==> config.mk <==
export PLATFORM = sky130hd
export DESIGN_NAME = vga_timing_monitor_flat
export DESIGN_NICKNAME = d
export VERILOG_FILES = /design/src/rtl/vga_timing_monitor_if.sv /design/src/rtl/vga_timing_monitor.sv /design/src/flat_wrapper.sv
export SDC_FILE = /design/constraint.sdc
export NUM_CORES = 1
export LEC_CHECK = 0
export BUFFER_PORTS_ARGS = -buffer_cell sky130_fd_sc_hd__buf_4
export CAP_MARGIN = 30
export CORE_AREA = 2 2 75 77
export DETAILED_ROUTE_END_ITERATION = 10
export DIE_AREA = 0 0 77 79
export GPL_TIMING_DRIVEN = 0
export PLACE_DENSITY = 0.75
export REMOVE_ABC_BUFFERS = 1
export SLEW_MARGIN = 20
export SYNTH_ARGS = -nofsm -noshare
export SYNTH_HDL_FRONTEND = slang
export SYNTH_SLANG_ARGS = --single-unit
==> constraint.sdc <==
create_clock -name Clk -period 2.98 [get_ports Clk]
set_clock_uncertainty 0.15 [all_clocks]
set_input_delay 0.149 -clock Clk [delete_from_list [all_inputs] [get_ports Clk]]
set_output_delay 0.149 -clock Clk [all_outputs]
set_load 0.005 [all_outputs]
==> src/rtl/vga_timing_monitor_if.sv <==
// Purpose: carries the video signals under test into vga_timing_monitor
// and its recovered-timing results back out.
// The master modport belongs to whoever drives the video stream.
// The slave modport belongs to the monitor itself.
// Signals:
//   pixel_clk  - 25 MHz pixel clock, sampled as data by the monitor
//   hs, vs     - active-low sync pulses under test
//   blank      - high during active video
//   err_clear  - one-cycle pulse that clears the sticky error flags
//   RecX, RecY - recovered pixel coordinates
//   active     - expected-active flag for (RecX, RecY)
//   locked     - timing locked
//   h_err, v_err, b_err - sticky mismatch flags for hs, vs and blank
//   frame_count - completed checked frames, wrapping
interface vga_timing_monitor_if;
  logic       pixel_clk;
  logic       hs;
  logic       vs;
  logic       blank;
  logic       err_clear;
  logic [9:0] RecX;
  logic [9:0] RecY;
  logic       active;
  logic       locked;
  logic       h_err;
  logic       v_err;
  logic       b_err;
  logic [7:0] frame_count;

  modport master (
    output pixel_clk, hs, vs, blank, err_clear,
    input  RecX, RecY, active, locked, h_err, v_err, b_err, frame_count
  );

  modport slave (
    input  pixel_clk, hs, vs, blank, err_clear,
    output RecX, RecY, active, locked, h_err, v_err, b_err, frame_count
  );
endinterface

==> src/rtl/vga_timing_monitor.sv <==
// Purpose: watches a VGA controller's hs/vs/blank outputs.
// It recovers the pixel position from the sync edges.
// Once aligned, it checks every pixel against the nominal timing.
// It reports sticky mismatch flags, a locked indication and a frame counter.
// Ports:
//   Clk   - 50 MHz system clock; all state changes on its rising edge
//   Reset - asynchronous, active-low reset
//   vif   - slave side of vga_timing_monitor_if (video in, results out)
module vga_timing_monitor #(
  parameter int H_TOTAL      = 800,
  parameter int H_VISIBLE    = 640,
  parameter int H_SYNC_START = 656,
  parameter int H_SYNC_END   = 751,
  parameter int V_TOTAL      = 525,
  parameter int V_VISIBLE    = 480,
  parameter int V_SYNC_START = 490,
  parameter int V_SYNC_END   = 491
) (
  input logic                 Clk,
  input logic                 Reset,
  vga_timing_monitor_if.slave vif
);

  localparam logic [9:0] H_LAST   = 10'(H_TOTAL - 1);
  localparam logic [9:0] V_LAST   = 10'(V_TOTAL - 1);
  localparam logic [9:0] H_VIS    = 10'(H_VISIBLE);
  localparam logic [9:0] V_VIS    = 10'(V_VISIBLE);
  localparam logic [9:0] HS_START = 10'(H_SYNC_START);
  localparam logic [9:0] HS_END   = 10'(H_SYNC_END);
  localparam logic [9:0] VS_START = 10'(V_SYNC_START);
  localparam logic [9:0] VS_END   = 10'(V_SYNC_END);

  typedef enum logic [1:0] {HUNT, HALIGN, CHECK, LOCKED} state_t;

  state_t     state_q, state_d;
  logic       pclk_q;
  logic       primed_q, primed_d;
  logic [9:0] hcnt_q, hcnt_d, vcnt_q, vcnt_d;
  logic       hs_prev_q, hs_prev_d, vs_prev_q, vs_prev_d;
  logic       blank_prev_q, blank_prev_d;
  logic [1:0] good_q, good_d;
  logic [7:0] frame_q, frame_d;
  logic       locked_q, locked_d, active_q, active_d;
  logic       h_err_q, h_err_d, v_err_q, v_err_d, b_err_q, b_err_d;

  logic       tick, h_wrap, frame_wrap, checking;
  logic [9:0] hcnt_inc, vcnt_inc;
  logic       hs_exp, vs_exp, blank_exp, h_mis, v_mis, b_mis;

  assign tick = vif.pixel_clk & ~pclk_q;

  // Free-running position of the pixel sampled on this tick.
  // Expected levels are derived from that position, so a sample is always
  // judged against the coordinate it will be reported at.
  always_comb begin
    h_wrap     = (hcnt_q == H_LAST);
    frame_wrap = h_wrap && (vcnt_q == V_LAST);
    hcnt_inc   = h_wrap ? 10'd0 : hcnt_q + 10'd1;
    if (!h_wrap)                 vcnt_inc = vcnt_q;
    else if (vcnt_q == V_LAST)   vcnt_inc = 10'd0;
    else                         vcnt_inc = vcnt_q + 10'd1;
    hs_exp    = !((hcnt_inc >= HS_START) && (hcnt_inc <= HS_END));
    vs_exp    = !((vcnt_inc >= VS_START) && (vcnt_inc <= VS_END));
    blank_exp = (hcnt_inc < H_VIS) && (vcnt_inc < V_VIS);
    checking  = tick && ((state_q == CHECK) || (state_q == LOCKED));
    h_mis     = checking && (vif.hs    != hs_exp);
    v_mis     = checking && (vif.vs    != vs_exp);
    b_mis     = checking && (vif.blank != blank_exp);
  end

  // Next-state logic. Only tick cycles move the counters and the FSM.
  // err_clear acts on any cycle but loses to a mismatch on the same cycle.
  // primed_q blocks edge detection until one real sample has been taken,
  // so a sync held low through reset release is not seen as a fresh edge.
  always_comb begin
    state_d      = state_q;
    primed_d     = primed_q;
    hcnt_d       = hcnt_q;
    vcnt_d       = vcnt_q;
    hs_prev_d    = hs_prev_q;
    vs_prev_d    = vs_prev_q;
    blank_prev_d = blank_prev_q;
    good_d       = good_q;
    frame_d      = frame_q;
    locked_d     = locked_q;
    active_d     = active_q;
    h_err_d      = vif.err_clear ? 1'b0 : h_err_q;
    v_err_d      = vif.err_clear ? 1'b0 : v_err_q;
    b_err_d      = vif.err_clear ? 1'b0 : b_err_q;

    if (tick) begin
      hcnt_d       = hcnt_inc;
      vcnt_d       = vcnt_inc;
      hs_prev_d    = vif.hs;
      vs_prev_d    = vif.vs;
      blank_prev_d = vif.blank;
      primed_d     = 1'b1;
      case (state_q)
        HUNT: begin
          if (primed_q && hs_prev_q && !vif.hs) begin
            hcnt_d  = HS_START;
            state_d = HALIGN;
          end
        end
        HALIGN: begin
          if (primed_q && vs_prev_q && !vif.vs) begin
            vcnt_d  = VS_START;
            state_d = CHECK;
          end
        end
        default: begin
          if (h_mis || v_mis || b_mis) begin
            if (h_mis) h_err_d = 1'b1;
            if (v_mis) v_err_d = 1'b1;
            if (b_mis) b_err_d = 1'b1;
            state_d = HUNT;
            good_d  = 2'd0;
          end else if (frame_wrap) begin
            frame_d = frame_q + 8'd1;
            if (good_q != 2'd3) good_d = good_q + 2'd1;
            if (good_d >= 2'd2) state_d = LOCKED;
          end
        end
      endcase
      locked_d = (state_d == LOCKED);
      active_d = (hcnt_d < H_VIS) && (vcnt_d < V_VIS);
    end
  end

  // Sync history resets idle-high; everything else resets to zero.
  always_ff @(posedge Clk or negedge Reset) begin
    if (!Reset) begin
      state_q      <= HUNT;
      pclk_q       <= 1'b0;
      primed_q     <= 1'b0;
      hcnt_q       <= 10'd0;
      vcnt_q       <= 10'd0;
      hs_prev_q    <= 1'b1;
      vs_prev_q    <= 1'b1;
      blank_prev_q <= 1'b0;
      good_q       <= 2'd0;
      frame_q      <= 8'd0;
      locked_q     <= 1'b0;
      active_q     <= 1'b0;
      h_err_q      <= 1'b0;
      v_err_q      <= 1'b0;
      b_err_q      <= 1'b0;
    end else begin
      state_q      <= state_d;
      pclk_q       <= vif.pixel_clk;
      primed_q     <= primed_d;
      hcnt_q       <= hcnt_d;
      vcnt_q       <= vcnt_d;
      hs_prev_q    <= hs_prev_d;
      vs_prev_q    <= vs_prev_d;
      blank_prev_q <= blank_prev_d;
      good_q       <= good_d;
      frame_q      <= frame_d;
      locked_q     <= locked_d;
      active_q     <= active_d;
      h_err_q      <= h_err_d;
      v_err_q      <= v_err_d;
      b_err_q      <= b_err_d;
    end
  end

  assign vif.RecX        = hcnt_q;
  assign vif.RecY        = vcnt_q;
  assign vif.active      = active_q;
  assign vif.locked      = locked_q;
  assign vif.h_err       = h_err_q;
  assign vif.v_err       = v_err_q;
  assign vif.b_err       = b_err_q;
  assign vif.frame_count = frame_q;

endmodule

==> src/flat_wrapper.sv <==
// flat-port wrapper written by rule: the top's interface ports become plain ports
module vga_timing_monitor_flat 
#(
  parameter int H_TOTAL      = 800,
  parameter int H_VISIBLE    = 640,
  parameter int H_SYNC_START = 656,
  parameter int H_SYNC_END   = 751,
  parameter int V_TOTAL      = 525,
  parameter int V_VISIBLE    = 480,
  parameter int V_SYNC_START = 490,
  parameter int V_SYNC_END   = 491
)
  (Clk, Reset, vif_pixel_clk, vif_hs, vif_vs, vif_blank, vif_err_clear, vif_RecX, vif_RecY, vif_active, vif_locked, vif_h_err, vif_v_err, vif_b_err, vif_frame_count);
  vga_timing_monitor_if vif_i ();
  input logic Clk;
  input logic Reset;
  input wire logic [$bits(vif_i.pixel_clk)-1:0] vif_pixel_clk;
  input wire logic [$bits(vif_i.hs)-1:0] vif_hs;
  input wire logic [$bits(vif_i.vs)-1:0] vif_vs;
  input wire logic [$bits(vif_i.blank)-1:0] vif_blank;
  input wire logic [$bits(vif_i.err_clear)-1:0] vif_err_clear;
  output wire logic [$bits(vif_i.RecX)-1:0] vif_RecX;
  output wire logic [$bits(vif_i.RecY)-1:0] vif_RecY;
  output wire logic [$bits(vif_i.active)-1:0] vif_active;
  output wire logic [$bits(vif_i.locked)-1:0] vif_locked;
  output wire logic [$bits(vif_i.h_err)-1:0] vif_h_err;
  output wire logic [$bits(vif_i.v_err)-1:0] vif_v_err;
  output wire logic [$bits(vif_i.b_err)-1:0] vif_b_err;
  output wire logic [$bits(vif_i.frame_count)-1:0] vif_frame_count;
  assign vif_i.pixel_clk = vif_pixel_clk;
  assign vif_i.hs = vif_hs;
  assign vif_i.vs = vif_vs;
  assign vif_i.blank = vif_blank;
  assign vif_i.err_clear = vif_err_clear;
  assign vif_RecX = vif_i.RecX;
  assign vif_RecY = vif_i.RecY;
  assign vif_active = vif_i.active;
  assign vif_locked = vif_i.locked;
  assign vif_h_err = vif_i.h_err;
  assign vif_v_err = vif_i.v_err;
  assign vif_b_err = vif_i.b_err;
  assign vif_frame_count = vif_i.frame_count;
  vga_timing_monitor #(.H_TOTAL(H_TOTAL), .H_VISIBLE(H_VISIBLE), .H_SYNC_START(H_SYNC_START), .H_SYNC_END(H_SYNC_END), .V_TOTAL(V_TOTAL), .V_VISIBLE(V_VISIBLE), .V_SYNC_START(V_SYNC_START), .V_SYNC_END(V_SYNC_END)) u_core (.Clk(Clk), .Reset(Reset), .vif(vif_i));
endmodule
Word level (Yosys, flattened, before mapping)
Cells that the tools add are included.
{"block": "word_totals", "reg_bits": 41, "in_bits": 7, "word_cells": 104}
{"block": "op_classes", "add_sub_neg": 4, "magnitude_cmp": 9, "n_eq_ne": 10, "n_mux": 38, "n_bitwise": 4, "n_reduce_logical": 25}
{"op": "$mux 10", "count": 9}
{"op": "$mux 2", "count": 13}
{"op": "$add 10x1->10 const B", "count": 2}
{"op": "$eq 10x10->1 const B", "count": 2}
{"op": "$lt 10x10->1 const B", "count": 2}
{"op": "$lt 10x9->1 const B", "count": 2}
{"op": "$mux 1", "count": 15}
{"op": "$logic_and 1x1->1", "count": 13}
{"op": "$ge 10x10->1 const B", "count": 1}
{"op": "$ge 10x9->1 const B", "count": 1}
{"op": "$le 10x10->1 const B", "count": 1}
{"op": "$le 10x9->1 const B", "count": 1}
{"op": "$add 8x1->8 const B", "count": 1}
{"op": "$eq 2x2->1 const B", "count": 3}
{"op": "$logic_not 1->1", "count": 4}
{"op": "$pmux 2 s2", "count": 1}
{"op": "$reduce_and 4->1", "count": 1}
{"op": "$logic_or 1x1->1", "count": 3}
{"op": "$ne 1x1->1", "count": 3}
{"op": "$not 1->1", "count": 3}
{"op": "$reduce_and 3->1", "count": 1}
{"op": "$add 2x1->2 const B", "count": 1}
{"op": "$eq 2x1->1 const B", "count": 1}
{"op": "$ge 2x2->1 const B", "count": 1}
{"op": "other kinds (5)", "count": 5}

Longest topological paths before layout
Gate-level depths: netlist (run 1).
{"block": "logic_depth", "word_depth": 20, "depth_mapped": 12, "mapped_depth_nobuf": 9}

Worst setup path after synthesis (run 1)
Ideal clock, no wire load.
{"block": "synth_path", "path_kind": "register -> register", "startpoint": "reg u_core.hcnt_q[0], in the netlist u_core.vif.RecX[0]", "endpoint": "reg u_core.frame_q[1], in the netlist u_core.vif.frame_count[1]", "arrival_time_ps": 2954, "setup_slack_ps": -249, "path_stages_with_launch": 11, "path_buffers": 1, "synth_period_minus_slack_ps": 3229, "path_cell_list": "dfrtp_1 ha_1 nand4_2 or3_1 buf_2 o41ai_2 o2111a_1 nand3_2 mux2i_4 or3_4 mux2_4"}
{"block": "synth_via", "elab_chain_cells": 11, "word_cells_on_any_way": 26}
{"item": "from (decl)", "line_no": "vga_timing_monitor.sv:38", "rtl": "logic [9:0] hcnt_q, hcnt_d, vcnt_q, vcnt_d;"}
{"item": "from (signal assigned)", "line_no": "vga_timing_monitor.sv:152", "rtl": "hcnt_q <= hcnt_d;"}
{"item": "$add 10x1->10 or $eq 10x10->1 (tied branches)", "line_no": "vga_timing_monitor.sv:58, vga_timing_monitor.sv:56"}
{"item": "$mux 10, on equally long branches", "line_no": "vga_timing_monitor.sv:58, vga_timing_monitor.sv:59"}
{"item": "$ge 10x10->1, or another cell as far along", "line_no": "vga_timing_monitor.sv:62", "rtl": "hs_exp = !((hcnt_inc >= HS_START) && (hcnt_inc <= HS_END));"}
{"item": "$logic_and 1x1->1, on equally long branches", "line_no": "vga_timing_monitor.sv:62, vga_timing_monitor.sv:63"}
{"item": "$logic_not 1->1, on equally long branches", "line_no": "vga_timing_monitor.sv:62, vga_timing_monitor.sv:63"}
{"item": "$ne 1x1->1, on equally long branches", "line_no": "vga_timing_monitor.sv:66, vga_timing_monitor.sv:67"}
{"item": "$logic_and 1x1->1, on equally long branches", "line_no": "vga_timing_monitor.sv:66, vga_timing_monitor.sv:67"}
{"item": "$logic_or 1x1->1 (2 in series)", "line_no": "vga_timing_monitor.sv:112", "rtl": "if (h_mis || v_mis || b_mis) begin"}
{"item": "$not 1->1 (no source line)"}
{"item": "$reduce_and 4->1 (no source line) *"}
{"item": "to (signal assigned)", "line_no": "vga_timing_monitor.sv:158", "rtl": "frame_q <= frame_d;"}
{"item": "to (decl)", "line_no": "vga_timing_monitor.sv:42", "rtl": "logic [7:0] frame_q, frame_d;"}
Every way passes the cells marked *; elsewhere a longest branch is shown, timed or not.
A chain may end at the register's enable or synchronous reset.

Final worst setup path (run 1)
{"block": "layout_path", "startpoint": "reg u_core.hcnt_q[4], in the netlist u_core.vif.RecX[4]", "endpoint": "reg u_core.state_q[0]"}
{"block": "layout_via", "elab_chain_cells": 12, "word_cells_on_any_way": 28}
{"item": "$add 10x1->10 or $eq 10x10->1 (tied branches)", "line_no": "vga_timing_monitor.sv:58, vga_timing_monitor.sv:56"}
{"item": "$mux 10, on equally long branches", "line_no": "vga_timing_monitor.sv:58, vga_timing_monitor.sv:59"}
{"item": "$ge 10x10->1, or another cell as far along", "line_no": "vga_timing_monitor.sv:62"}
{"item": "$logic_and 1x1->1, on equally long branches", "line_no": "vga_timing_monitor.sv:62, vga_timing_monitor.sv:63"}
{"item": "$logic_not 1->1, on equally long branches", "line_no": "vga_timing_monitor.sv:62, vga_timing_monitor.sv:63"}
{"item": "$ne 1x1->1, on equally long branches", "line_no": "vga_timing_monitor.sv:66, vga_timing_monitor.sv:67"}
{"item": "$logic_and 1x1->1, on equally long branches", "line_no": "vga_timing_monitor.sv:66, vga_timing_monitor.sv:67"}
{"item": "$logic_or 1x1->1 (2 in series)", "line_no": "vga_timing_monitor.sv:112"}
{"item": "$mux 2 *", "line_no": "vga_timing_monitor.sv:112"}
{"item": "$pmux 2 s2 *", "line_no": "vga_timing_monitor.sv:98", "rtl": "case (state_q)"}
{"item": "$mux 2 *", "line_no": "vga_timing_monitor.sv:91", "rtl": "if (tick) begin"}
{"item": "to (signal assigned)", "line_no": "vga_timing_monitor.sv:149", "rtl": "state_q <= state_d;"}
{"item": "to (decl)", "line_no": "vga_timing_monitor.sv:35", "rtl": "state_t state_q, state_d;"}
Every way passes the cells marked *; elsewhere a longest branch is shown, timed or not. The select of a mux whose other input is x is not followed.

==> reports/summary.log, run 1 <==
qor: outcome.outcome complete, but fails checks
qor: outcome.failed_checks negative setup slack
qor: clock_network.numCtsBuffers 5
qor: floorplanning.initial_utilization 49.6%
qor: synthesis.synth-async-reset-ratio 100%
qor: floorplanning.floorplan.io_pins 40
qor: placement.numPortBuffers 39
qor: detailed_routing.remaining_drc_errors 0
qor: power_and_ir_drop.power_leakage 1.53 nW
qor: clock_network.cts_tree built
qor: global_routing.grt-ovfl-total 0
qor: layout.layout.cells.most_common_list sky130_fd_sc_hd__buf_4, sky130_fd_sc_hd__nand2_1, sky130_fd_sc_hd__dfrtp_1, sky130_fd_sc_hd__o21ai_0, sky130_fd_sc_hd__nor2_1
qor: sta.final.min_clock_period 3040 ps
qor: placement.hpwlAfterDp 4420 um
qor: sta.timing.setup.tns -149 ps
qor: floorplanning.die-area 6080 um2
qor: critical_path.worstPathArrival 3070 ps
qor: synthesis.synth_edf_count 0
qor: layout.design_area 3680 um2
qor: global_routing.global_route_wire_length_before_repair 11700 um
qor: layout.area.growth.synth_to_final 39.0%
qor: power_and_ir_drop.power_density 632 nW/um2
qor: sta.max-slew-margin-rel 33.7%
qor: sta.finalSetupViolations 5
qor: floorplanning.num_rows 27
qor: synthesis.postSynth.topFlopCell sky130_fd_sc_hd__dfrtp_1
qor: layout.final_stage_net_count 374
qor: placement.placed_cells 383
qor: critical_path.cp_num_buf_inv 2
qor: floorplanning.die_outline_height 79 um
qor: sta.max_slew.worst_pin.slew 992 ps
qor: synthesis.post_synth_num_cell_types 67
qor: floorplanning.x_dimension_of_the_die 77 um
qor: placement.globalplace.congestion 0.898
qor: global_routing.grt.total_usage 24.1%
qor: global_routing.grt_start_max_net_pins 42
qor: synthesis.ys_warn_count 0
qor: synthesis.postSynthAreaPerCell 9.13 um2
qor: critical_path.cpPeakStageDelay 490 ps
qor: sta.unrepaired_setup_endpoints_after_global_routing yes
qor: synthesis.post_synth_instance_area 2650 um2
qor: floorplanning.core_area 5340 um2
qor: synthesis.sequential_to_total_area_share_from_yosys_stat 38.8%
qor: sta.timing.final.max_slew_violations 0
qor: critical_path.slowest_stage sky130_fd_sc_hd__dfrtp_2
qor: critical_path.path_cells clkinvlp_4, nor4_4, mux2i_1, buf_4, o21ai_0, a31o_4, and3_4, nor4b_2, o32a_1
qor: sta.report.final.hold_viol_count 0
qor: detailed_routing.average_wire_per_cell_in_the_routed_design 18.8 um
qor: placement.worst_setup_timing_slack_at_the_placement_stage -732 ps
qor: layout.antenna_cells_inserted 0
qor: critical_path.worst_path_dominant_cell_family compound AO/OA/AOI/OAI gates
qor: critical_path.critPathRequiredTime 3010 ps
qor: synthesis.synth.ff_latch_count 41
qor: sta.achievable-frequency 329 MHz
qor: critical_path.critical_path_peak_fanout 6
qor: global_routing.vias_in_the_first_global_route 2468
qor: sta.fin_crit_sh 102%
qor: detailed_routing.routed_via_density 6.39
qor: critical_path.startpoint_type flop
qor: critical_path.type_of_the_worst_setup_path reg -> reg
qor: detailed_routing.via_count 2778
qor: clock_network.ctsHtreeMaxLevel 2
qor: detailed_routing.drt_first_pass_iters 7
qor: synthesis.synthesis.instances 290
qor: clock_network.clockRootBuffer sky130_fd_sc_hd__clkbuf_8
qor: layout.layout_commonest_cell sky130_fd_sc_hd__buf_4
qor: clock_network.cts.reportedPaths.clkPinSlew 70 ps
qor: detailed_routing.first_iter_violations 272
qor: global_routing.initial_antenna_violation_count 0
qor: layout.finish.cell_count_without_fillers 435
qor: clock_network.maximum_clock_insertion_buffer_count 2
qor: layout.drive_gt1_share 41.0%
qor: power_and_ir_drop.max-vdd-ir-drop 0.629 mV
qor: clock_network.cts.sinks 41
qor: critical_path.worst_setup_path_end_kind flop
qor: detailed_routing.drt-total-wl 8170 um
qor: sta.postLayoutSetupSlackWorst -63.6 ps
qor: placement.dpl-instance-area 2950 um2
qor: flow_run.max_cap_violations 0
qor: detailed_routing.remaining_antenna_violation_count_after_routing 0
qor: min_path.hold_class in -> reg
qor: clock_network.clkLatencyLatePin 300 ps
==> through the flow <==
step | total power, W | util (%) | hold WS [ps]
after floorplan | 0.00126 | - | -297
after global placement | 0.00155 | 55.2 | 10.6
after detailed placement | 0.00157 | 55.2 | 19.2
after CTS | 0.00212 | 62.7 | 5.29
after global routing | 0.00243 | 69.0 | 25.7
final | 0.00233 | 69.0 | 20.8
==> kinds of logic after synthesis <==
group	count (synthesis)	synth area share, %
buffers and inverters	30	4.91
multiplexers	4	2.17
AND/OR/NAND/NOR	125	28.5
AO/OA/AOI/OAI	76	20.2
XOR/XNOR	9	2.98
flip-flops	41	38.8
adder cells (fa/ha/maj)	5	2.36
==> flip-flops by register name, summed over array words and instances, names as in the netlist <==
register	count
u_core.vif.b_err	1
u_core.vif.RecX	10
u_core.vif.v_err	1
u_core.state_q	2
u_core.primed_q	1
u_core.hs_prev_q	1
u_core.vif.RecY	10
u_core.vif.active	1
u_core.pclk_q	1
u_core.vs_prev_q	1
u_core.vif.frame_count	8
u_core.good_q	2
u_core.vif.h_err	1
u_core.vif.locked	1
==> power breakdown <==
part	switching, W	leakage (nW)	internal [W]
Sequential	0.000250	0.498	0.000687
Combinational	0.000480	0.974	0.000465
Clock	0.000197	0.0552	0.000249
==> final timing paths <==
| kind | startpoint | end | slack (ps) | depth (start not counted) |
|---|---|---|---|---|
| worst min register to register | u_core.vif.frame_count[7] | u_core.vif.frame_count[7] | 320 | 1 |
| worst max-delay path | u_core.vif.RecX[4] | u_core.state_q[0] | -60 | 9 |
| max in group asynchronous | Reset | u_core.vif.RecX[5] | 2070 | 2 |
| min in group asynchronous | Reset | u_core.vif.active | 220 | 2 |
| worst max register to register | u_core.vif.RecX[4] | u_core.state_q[0] | -60 | 9 |
| worst min-delay path | vif_err_clear | u_core.vif.h_err | 20 | 3 |
==> Yosys cell counts, types with 4 or more instances <==
cell / instances / area share [%]
sky130_fd_sc_hd__nor4_1: 7 / 1.7
sky130_fd_sc_hd__nor2_1: 18 / 2.6
sky130_fd_sc_hd__inv_1: 12 / 1.7
sky130_fd_sc_hd__nand4_1: 8 / 1.9
sky130_fd_sc_hd__buf_2: 5 / 0.95
sky130_fd_sc_hd__nand2_1: 33 / 4.7
sky130_fd_sc_hd__dfrtp_1: 39 / 37
sky130_fd_sc_hd__xor2_1: 7 / 2.3
sky130_fd_sc_hd__clkbuf_1: 11 / 1.6
sky130_fd_sc_hd__ha_1: 5 / 2.4
sky130_fd_sc_hd__nor3_1: 5 / 0.95
sky130_fd_sc_hd__and3_1: 4 / 0.95
sky130_fd_sc_hd__nand2b_1: 4 / 0.95
sky130_fd_sc_hd__o22a_1: 4 / 1.3
sky130_fd_sc_hd__o21ai_0: 21 / 4.0
sky130_fd_sc_hd__a21oi_1: 11 / 2.1
sky130_fd_sc_hd__nand3_1: 14 / 2.6
==> worst reg2reg max path, cell delays in order, from the launching register on <==
cell and delay (ps):
sky130_fd_sc_hd__dfrtp_2 490, sky130_fd_sc_hd__clkinvlp_4 270, sky130_fd_sc_hd__nor4_4 340, sky130_fd_sc_hd__mux2i_1 330, sky130_fd_sc_hd__buf_4 170, sky130_fd_sc_hd__o21ai_0 200, sky130_fd_sc_hd__a31o_4 310, sky130_fd_sc_hd__and3_4 180
sky130_fd_sc_hd__nor4b_2 170, sky130_fd_sc_hd__o32a_1 320
==> per-layer routing <==
| layer | global-route usage, % | wire (um) |
|---|---|---|
| met1 | 31.2 | 3230 |
| met2 | 40.4 | 4030 |
| met3 | 3.64 | 600 |
| met4 | 10.4 | 314 |
| met5 | 0 | 0 |
==> timing repair <==
| item | CTS | global route |
|---|---|---|
| setup buffers | 22 | 18 |
| hold buffers | 3 | 0 |
| hold endpoints to repair | 41 | 0 |
| pin swaps | 9 | 22 |
| resized for setup | 23 | 34 |
| endpoints found under the setup margin | 15 | 12 |
==> cell type report <==
type | instances | area [um2]
fillers | 394 | 1660
inverters | 12 | 48.8
multi-input cells | 219 | 1730
clock inverters | 2 | 35.0
repair buffers | 83 | 654
clock buffers | 6 | 72.6
flip-flops and latches | 41 | 1050
well taps | 72 | 90.1
Note: power is estimated with default switching activity, not from simulation.
==> inputs of run 2 (changes only) <==
Settings changed: CORE_AREA 2 2 75 77 to 2 2 74 76, CTS_BUF_LIST set to sky130_fd_sc_hd__clkbuf_4, DIE_AREA 0 0 77 79 to 0 0 76 78, PLACE_DENSITY 0.75 to 0.77.
==> run 2 against run 1 <==
The flow still finishes with violations (negative setup slack). Register-to-register slack better by 40 ps. Flip-flop and latch count unchanged. Sequential share of layout area is 0.18 points lower. Worst hold slack gained 120 ps. Clock-buffer cell count down 1. Combinational power increased by 6%. Die area fell by 2.5%. Fmax up 1.5%. Wire length rose by 0.35%. Highest routed layer unchanged.
==> reports/summary.log, run 2 (synthesized netlist as in run 1, its figures left out) <==
qor: outcome.outcome complete, but fails checks [unchanged]
qor: outcome.failed_checks negative setup slack [unchanged]
qor: floorplanning.core_area 5040 um2 [was 5340 um2]
qor: floorplanning.die-area 5930 um2 [was 6080 um2]
qor: floorplanning.x_dimension_of_the_die 76 um [was 77 um]
qor: clock_network.clockRootBuffer sky130_fd_sc_hd__clkbuf_4 [was sky130_fd_sc_hd__clkbuf_8]
qor: detailed_routing.via_count 2828 [was 2778]
qor: power_and_ir_drop.power_density 620 nW/um2 [was 632 nW/um2]
qor: sta.achievable-frequency 333 MHz [was 329 MHz]
qor: layout.antenna_cells_inserted 0 [unchanged]
qor: global_routing.grt_start_max_net_pins 42 [unchanged]
qor: critical_path.critical_path_peak_fanout 7 [was 6]
qor: layout.finish.cell_count_without_fillers 439 [was 435]
qor: power_and_ir_drop.share_comb_of_total_power 43.5% [was 40.6%]
qor: critical_path.timing.critical_path.mode_cell sky130_fd_sc_hd__buf_4
qor: sta.postLayoutSetupSlackWorst -19.6 ps [was -63.6 ps]
qor: placement.worst_setup_timing_slack_at_the_placement_stage -734 ps [was -732 ps]
qor: detailed_routing.first_iter_violations 375 [was 272]
qor: sta.report.final.hold_viol_count 0 [unchanged]
qor: sta.timing.final.max_slew_violations 0 [unchanged]
qor: placement.hpwlAfterDp 4450 um [was 4420 um]
qor: placement.dpl-instance-area 2940 um2 [was 2950 um2]
qor: layout.nFillCells 340 [was 394]
qor: layout.layout_commonest_cell sky130_fd_sc_hd__buf_4 [unchanged]
qor: placement.globalplace.congestion 0.879 [was 0.898]
qor: power_and_ir_drop.sw_frac_of_total 40.6% [was 39.8%]
qor: placement.placed_cells 381 [was 383]
qor: clock_network.maximum_clock_insertion_buffer_count 2 [unchanged]
qor: floorplanning.initial_utilization 52.5% [was 49.6%]
qor: min_path.hold_class in -> async [was in -> reg]
qor: floorplanning.die_outline_height 78 um [was 79 um]
qor: critical_path.path_cells buf_4, buf_4, and4b_1, o211a_1, a31oi_1, a221oi_2, or4_4, nand3_2, or3_4, mux2_4 [was clkinvlp_4, nor4_4, mux2i_1, buf_4, o21ai_0, a31o_4, and3_4, nor4b_2, o32a_1]
qor: sta.finalSetupViolations 1 [was 5]
qor: global_routing.grt.total_usage 25.5% [was 24.1%]
qor: critical_path.type_of_the_worst_setup_path reg -> reg [unchanged]
qor: layout.design_area 3700 um2 [was 3680 um2]
qor: power_and_ir_drop.share_clk_of_total_power 16.2% [was 19.1%]
qor: clock_network.cts.sinks 41 [unchanged]
qor: critical_path.rr_worst_depth 10 [was 9]
qor: clock_network.clkLatencyLatePin 370 ps [was 300 ps]
qor: global_routing.vias_in_the_first_global_route 2510 [was 2468]
qor: global_routing.global_route_wire_length_before_repair 12200 um [was 11700 um]
qor: critical_path.cpPeakStageDelay 550 ps [was 490 ps]
qor: detailed_routing.drt_first_pass_iters 6 [was 7]
qor: power_and_ir_drop.report.power.total 0.00230 W [was 0.00233 W]
qor: critical_path.worstPathArrival 3130 ps [was 3070 ps]
qor: critical_path.worst_setup_path_end_kind flop [unchanged]
qor: power_and_ir_drop.p_seq_share 40.3% [about the same]
qor: floorplanning.floorplan.io_pins 40 [unchanged]
qor: power_and_ir_drop.internal_portion_of_total_power 0.00137 W [was 0.00140 W]
qor: detailed_routing.remaining_drc_errors 0 [unchanged]
qor: flow_run.max_cap_violations 0 [unchanged]
qor: global_routing.grt-ovfl-total 0 [unchanged]
qor: global_routing.initial_antenna_violation_count 0 [unchanged]
qor: floorplanning.num_rows 26 [was 27]
qor: power_and_ir_drop.power_leakage 1.54 nW [was 1.53 nW]
qor: placement.numPortBuffers 39 [unchanged]
qor: sta.final.min_clock_period 3000 ps [was 3040 ps]
qor: layout.final_stage_net_count 380 [was 374]
qor: sta.max-slew-margin-rel 43.0% [was 33.7%]
qor: critical_path.startpoint_type flop [unchanged]
qor: detailed_routing.average_wire_per_cell_in_the_routed_design 18.7 um [was 18.8 um]
qor: layout.area.growth.synth_to_final 39.9% [was 39.0%]
qor: sta.unrepaired_setup_endpoints_after_global_routing yes [unchanged]
qor: power_and_ir_drop.power.net_switching 0.000934 W [was 0.000927 W]
qor: sta.finalHoldWorstSlack 141 ps [was 20.8 ps]
qor: detailed_routing.remaining_antenna_violation_count_after_routing 0 [unchanged]
qor: sta.max_slew.worst_pin.slew 853 ps [was 992 ps]
qor: layout.layout.cells.most_common_list sky130_fd_sc_hd__buf_4, sky130_fd_sc_hd__nand2_1, sky130_fd_sc_hd__dfrtp_1, sky130_fd_sc_hd__o21ai_0, sky130_fd_sc_hd__nor2_1 [unchanged]
qor: clock_network.cts_tree built [unchanged]
qor: critical_path.slowest_stage sky130_fd_sc_hd__dfrtp_4 [was sky130_fd_sc_hd__dfrtp_2]
qor: detailed_routing.routed_via_density 6.44 [was 6.39]
qor: critical_path.critPathRequiredTime 3110 ps [was 3010 ps]
qor: clock_network.ctsHtreeMaxLevel 2 [unchanged]
qor: detailed_routing.drt-total-wl 8200 um [was 8170 um]
qor: sta.fin_crit_sh 101% [was 102%]
qor: clock_network.numCtsBuffers 5 [unchanged]
qor: power_and_ir_drop.max-vdd-ir-drop 0.486 mV [was 0.629 mV]
qor: clock_network.cts.reportedPaths.clkPinSlew 140 ps [was 70 ps]
qor: layout.drive_gt1_share 41.2% [was 41.0%]
run 2: worst paths after layout:
path | start | end | slack, ps
worst min-delay path | Reset | u_core.vif.active | 140
worst min register to register | u_core.vs_prev_q | u_core.vs_prev_q | 320
worst max register to register | u_core.vif.RecX[5] | u_core.vif.frame_count[1] | -20
min in group Clk | vif_blank | u_core.state_q[1] | 260
max in group asynchronous | Reset | u_core.vif.RecX[5] | 2140
worst max-delay path | u_core.vif.RecX[5] | u_core.vif.frame_count[1] | -20
run 2: layout make-up:
cell class / count / area, um2 / share of cell area [%]
timing repair buffer: 89 / 707 / 19.1
tap: 70 / 87.6 / 2.36
multi-input combinational: 219 / 1740 / 46.9
clock inverter: 3 / 41.3 / 1.11
inverter: 12 / 48.8 / 1.32
sequential: 41 / 1050 / 28.2
clock buffer: 5 / 37.5 / 1.01
run 2: routing by layer:
metal | share of wire (%) | routed length (um) | GRT usage [%] | vias to the layer above
met3 | 7.4 | 610 | 4.53 | 47
met4 | 4.1 | 334 | 12.2 | 0
li1 | - | - | - | 1250
met2 | 48 | 3920 | 40.5 | 179
met5 | 0 | 0 | 0 | -
met1 | 41 | 3330 | 34.1 | 1352
run 2: critical path, delay by kind of cell, from the launching register on:
family | cells | cell delay [ps]
flip-flops | 1 | 550
AO/OA/AOI/OAI | 3 | 570
multiplexers | 1 | 300
buffers and inverters | 2 | 300
AND/OR/NAND/NOR | 4 | 1050
run 2: through the flow:
step	utilization (%)	TNS, ps
floorplan	-	-1360
global placement	58.4	-6420
detailed placement	58.4	-6810
CTS	66.7	-15.8
global route	73.5	-610
finish	73.5	-19.6
run 2: power by group through the flow:
stage | Clock (W) | Sequential, W | Combinational, W
global placement | 0 | 0.000903 | 0.000643
global route | 0.000386 | 0.000951 | 0.00107
floorplan | 0 | 0.000862 | 0.000397
detailed placement | 0 | 0.000909 | 0.000668
finish | 0.000371 | 0.000926 | 0.00100
CTS | 0.000371 | 0.000914 | 0.000773
run 2: what timing repair did:
action	4_1_cts	5_1_grt
pin swaps	9	17
hold buffers	5	0
gates resized for setup	29	36
hold endpoints to repair	47	0
setup buffers	23	21
setup endpoints to repair	15	12
==> inputs of run 3 (changes only) <==
Settings changed: BUFFER_PORTS_ARGS -buffer_cell sky130_fd_sc_hd__buf_4 to -buffer_cell sky130_fd_sc_hd__clkbuf_2.
==> run 3 against run 2 <==
The flow still finishes with violations (negative setup slack). Flip-flop and latch count is the same. Sequential power is essentially flat. Setup slack gained 3.0 ps. Non-clock buffer count shrank 11. Critical endpoint unchanged. Largest power group is now sequential cells.
==> reports/summary.log, run 3 (synthesized netlist as in run 1, its figures left out) <==
qor: outcome.outcome complete, but fails checks [unchanged]
qor: outcome.failed_checks negative setup slack [unchanged]
qor: sta.fin_crit_sh 101% [about the same]
qor: sta.finalSetupViolations 1 [unchanged]
qor: sta.achievable-frequency 334 MHz [was 333 MHz]
qor: clock_network.clkLatencyLatePin 360 ps [was 370 ps]
qor: sta.max_slew.worst_pin.slew 818 ps [was 853 ps]
qor: critical_path.crit-reg2reg-launch u_core.vif.RecX[0] [was u_core.vif.RecX[5]]
qor: clock_network.ctsHtreeMaxLevel 2 [unchanged]
qor: floorplanning.floorplan.io_pins 40 [unchanged]
qor: critical_path.path_cells ha_4, nand4_4, buf_4, nor4_4, mux2i_1, o2111a_1, nand3_2, mux2i_4, or3_4, mux2_4 [was buf_4, buf_4, and4b_1, o211a_1, a31oi_1, a221oi_2, or4_4, nand3_2, or3_4, mux2_4]
qor: placement.hpwlAfterDp 4530 um [was 4450 um]
qor: placement.dpl-instance-area 2870 um2 [was 2940 um2]
qor: global_routing.initial_antenna_violation_count 0 [unchanged]
qor: sta.postLayoutSetupSlackWorst -16.6 ps [was -19.6 ps]
qor: detailed_routing.drt_first_pass_iters 5 [was 6]
qor: floorplanning.die_outline_height 78 um [unchanged]
qor: detailed_routing.drt-total-wl 7450 um [was 8200 um]
qor: detailed_routing.routed_via_density 6.25 [was 6.44]
qor: placement.globalplace.congestion 0.886 [was 0.879]
qor: sta.unrepaired_setup_endpoints_after_global_routing yes [unchanged]
qor: critical_path.slowest_stage sky130_fd_sc_hd__dfrtp_2 [was sky130_fd_sc_hd__dfrtp_4]
qor: critical_path.worst_r2r_endpoint u_core.vif.frame_count[1] [unchanged]
qor: placement.numPortBuffers 39 [unchanged]
qor: layout.layout_commonest_cell sky130_fd_sc_hd__clkbuf_2 [was sky130_fd_sc_hd__buf_4]
qor: critical_path.r2r_slack -20 ps [about the same]
qor: critical_path.critical_path_peak_fanout 6 [was 7]
qor: clock_network.clockRootBuffer sky130_fd_sc_hd__clkbuf_4 [unchanged]
qor: detailed_routing.remaining_drc_errors 0 [unchanged]
qor: critical_path.setup.worst_path.start u_core.vif.RecX[0] [was u_core.vif.RecX[5]]
qor: min_path.hold_class in -> async [unchanged]
qor: global_routing.global_route_wire_length_before_repair 11500 um [was 12200 um]
qor: critical_path.rr_worst_depth 10 [unchanged]
qor: layout.area.growth.synth_to_final 31.9% [was 39.9%]
qor: layout.layout.cells.most_common_list sky130_fd_sc_hd__clkbuf_2, sky130_fd_sc_hd__nand2_1, sky130_fd_sc_hd__buf_4, sky130_fd_sc_hd__dfrtp_1, sky130_fd_sc_hd__o21ai_0 [was sky130_fd_sc_hd__buf_4, sky130_fd_sc_hd__nand2_1, sky130_fd_sc_hd__dfrtp_1, sky130_fd_sc_hd__o21ai_0, sky130_fd_sc_hd__nor2_1]
qor: sta.report.final.hold_viol_count 0 [unchanged]
qor: floorplanning.die-area 5930 um2 [unchanged]
qor: critical_path.type_of_the_worst_setup_path reg -> reg [unchanged]
qor: clock_network.cts_tree built [unchanged]
qor: clock_network.cts.sinks 41 [unchanged]
qor: critical_path.endpoint u_core.vif.frame_count[1] [unchanged]
qor: clock_network.numCtsBuffers 5 [unchanged]
qor: sta.timing.final.max_slew_violations 0 [unchanged]
qor: critical_path.cpPeakStageDelay 420 ps [was 550 ps]
qor: sta.max-slew-margin-rel 45.3% [was 43.0%]
qor: layout.drive_gt1_share 38.8% [was 41.2%]
qor: detailed_routing.first_iter_violations 265 [was 375]
qor: floorplanning.core_area 5040 um2 [unchanged]
qor: flow_run.max_cap_violations 0 [unchanged]
qor: critical_path.startpoint_type flop [unchanged]
qor: clock_network.maximum_clock_insertion_buffer_count 2 [unchanged]
qor: detailed_routing.via_count 2676 [was 2828]
qor: global_routing.grt.total_usage 24.1% [was 25.5%]
qor: detailed_routing.remaining_antenna_violation_count_after_routing 0 [unchanged]
qor: critical_path.worstPathArrival 3110 ps [was 3130 ps]
qor: detailed_routing.average_wire_per_cell_in_the_routed_design 17.4 um [was 18.7 um]
qor: layout.design_area 3490 um2 [was 3700 um2]
qor: layout.final_stage_net_count 369 [was 380]
qor: global_routing.grt_start_max_net_pins 28 [was 42]
qor: power_and_ir_drop.power_density 588 nW/um2 [was 620 nW/um2]
qor: layout.nFillCells 364 [was 340]
qor: sta.final.min_clock_period 3000 ps [about the same]
qor: critical_path.critPathRequiredTime 3090 ps [was 3110 ps]
qor: floorplanning.x_dimension_of_the_die 76 um [unchanged]
qor: critical_path.worst_setup_path_end_kind flop [unchanged]
qor: floorplanning.initial_utilization 52.5% [unchanged]
qor: power_and_ir_drop.power_leakage 1.46 nW [was 1.54 nW]
qor: floorplanning.num_rows 26 [unchanged]
qor: layout.antenna_cells_inserted 0 [unchanged]
qor: clock_network.cts.reportedPaths.clkPinSlew 130 ps [was 140 ps]
qor: global_routing.grt-ovfl-total 0 [unchanged]
qor: global_routing.vias_in_the_first_global_route 2369 [was 2510]
qor: power_and_ir_drop.max-vdd-ir-drop 0.383 mV [was 0.486 mV]
qor: placement.worst_setup_timing_slack_at_the_placement_stage -762 ps [was -734 ps]
run 3: layout make-up:
class / count / area, um2 / share of cell area (%)
timing repair buffer: 78 / 544 / 15.6
clock inverter: 3 / 17.5 / 0.502
inverter: 12 / 45.0 / 1.29
sequential: 41 / 1050 / 30.1
tap: 70 / 87.6 / 2.51
clock buffer: 5 / 37.5 / 1.07
multi-input combinational: 219 / 1710 / 49.0
run 3: metrics by stage:
stage               instances  setup TNS [ps]  utilization, %  power (W)  hold slack, ps
finish                    428           -16.6            69.3    0.00205             137
global route              428            -586            69.3    0.00217             162
CTS                       415               0            64.6    0.00192             133
detailed placement        382           -7260            57.0    0.00152           -8.88
global placement          381           -6540            56.4    0.00149             131
floorplan                 272           -1360               -    0.00126            -297
run 3: repair_timing:
item	in CTS	in global routing
resized for setup	30	27
hold endpoints to repair	45	0
hold buffers	5	0
pin swaps	13	11
setup buffers	20	12
endpoints found under the setup margin	15	12
run 3: per-layer routing:
metal	share of wire, %	up-vias	global-route usage, %
met4	2.1	0	9.82
met5	0	-	0
met2	48	128	38.8
li1	-	1226	-
met1	43	1300	32.3
met3	6.2	22	4.42
run 3: critical path, delay by kind of cell (launching register included):
kind                       cells  cell delay [ps]
adders and majority gates      1              150
DFF                            1              420
buffers and inverters          1              190
muxes                          3              820
and+or+nand+nor                4              910
AOI/OAI and AO/OA              1              250
run 3: worst min-delay path by stage:
stage | end
final | u_core.vif.RecX[3]
after global routing | u_core.vif.RecX[3]
after CTS | u_core.vif.RecX[0]
after detailed placement | u_core.vif.RecX[1]
after global placement | u_core.pclk_q
after floorplan | u_core.good_q[0]
run 3: power breakdown:
part	switching, W	internal (W)	leakage (nW)
clock network	0.000192	0.0000891	0.0310
registers	0.000240	0.000689	0.495
logic	0.000439	0.000403	0.932
total	0.000871	0.00118	1.46
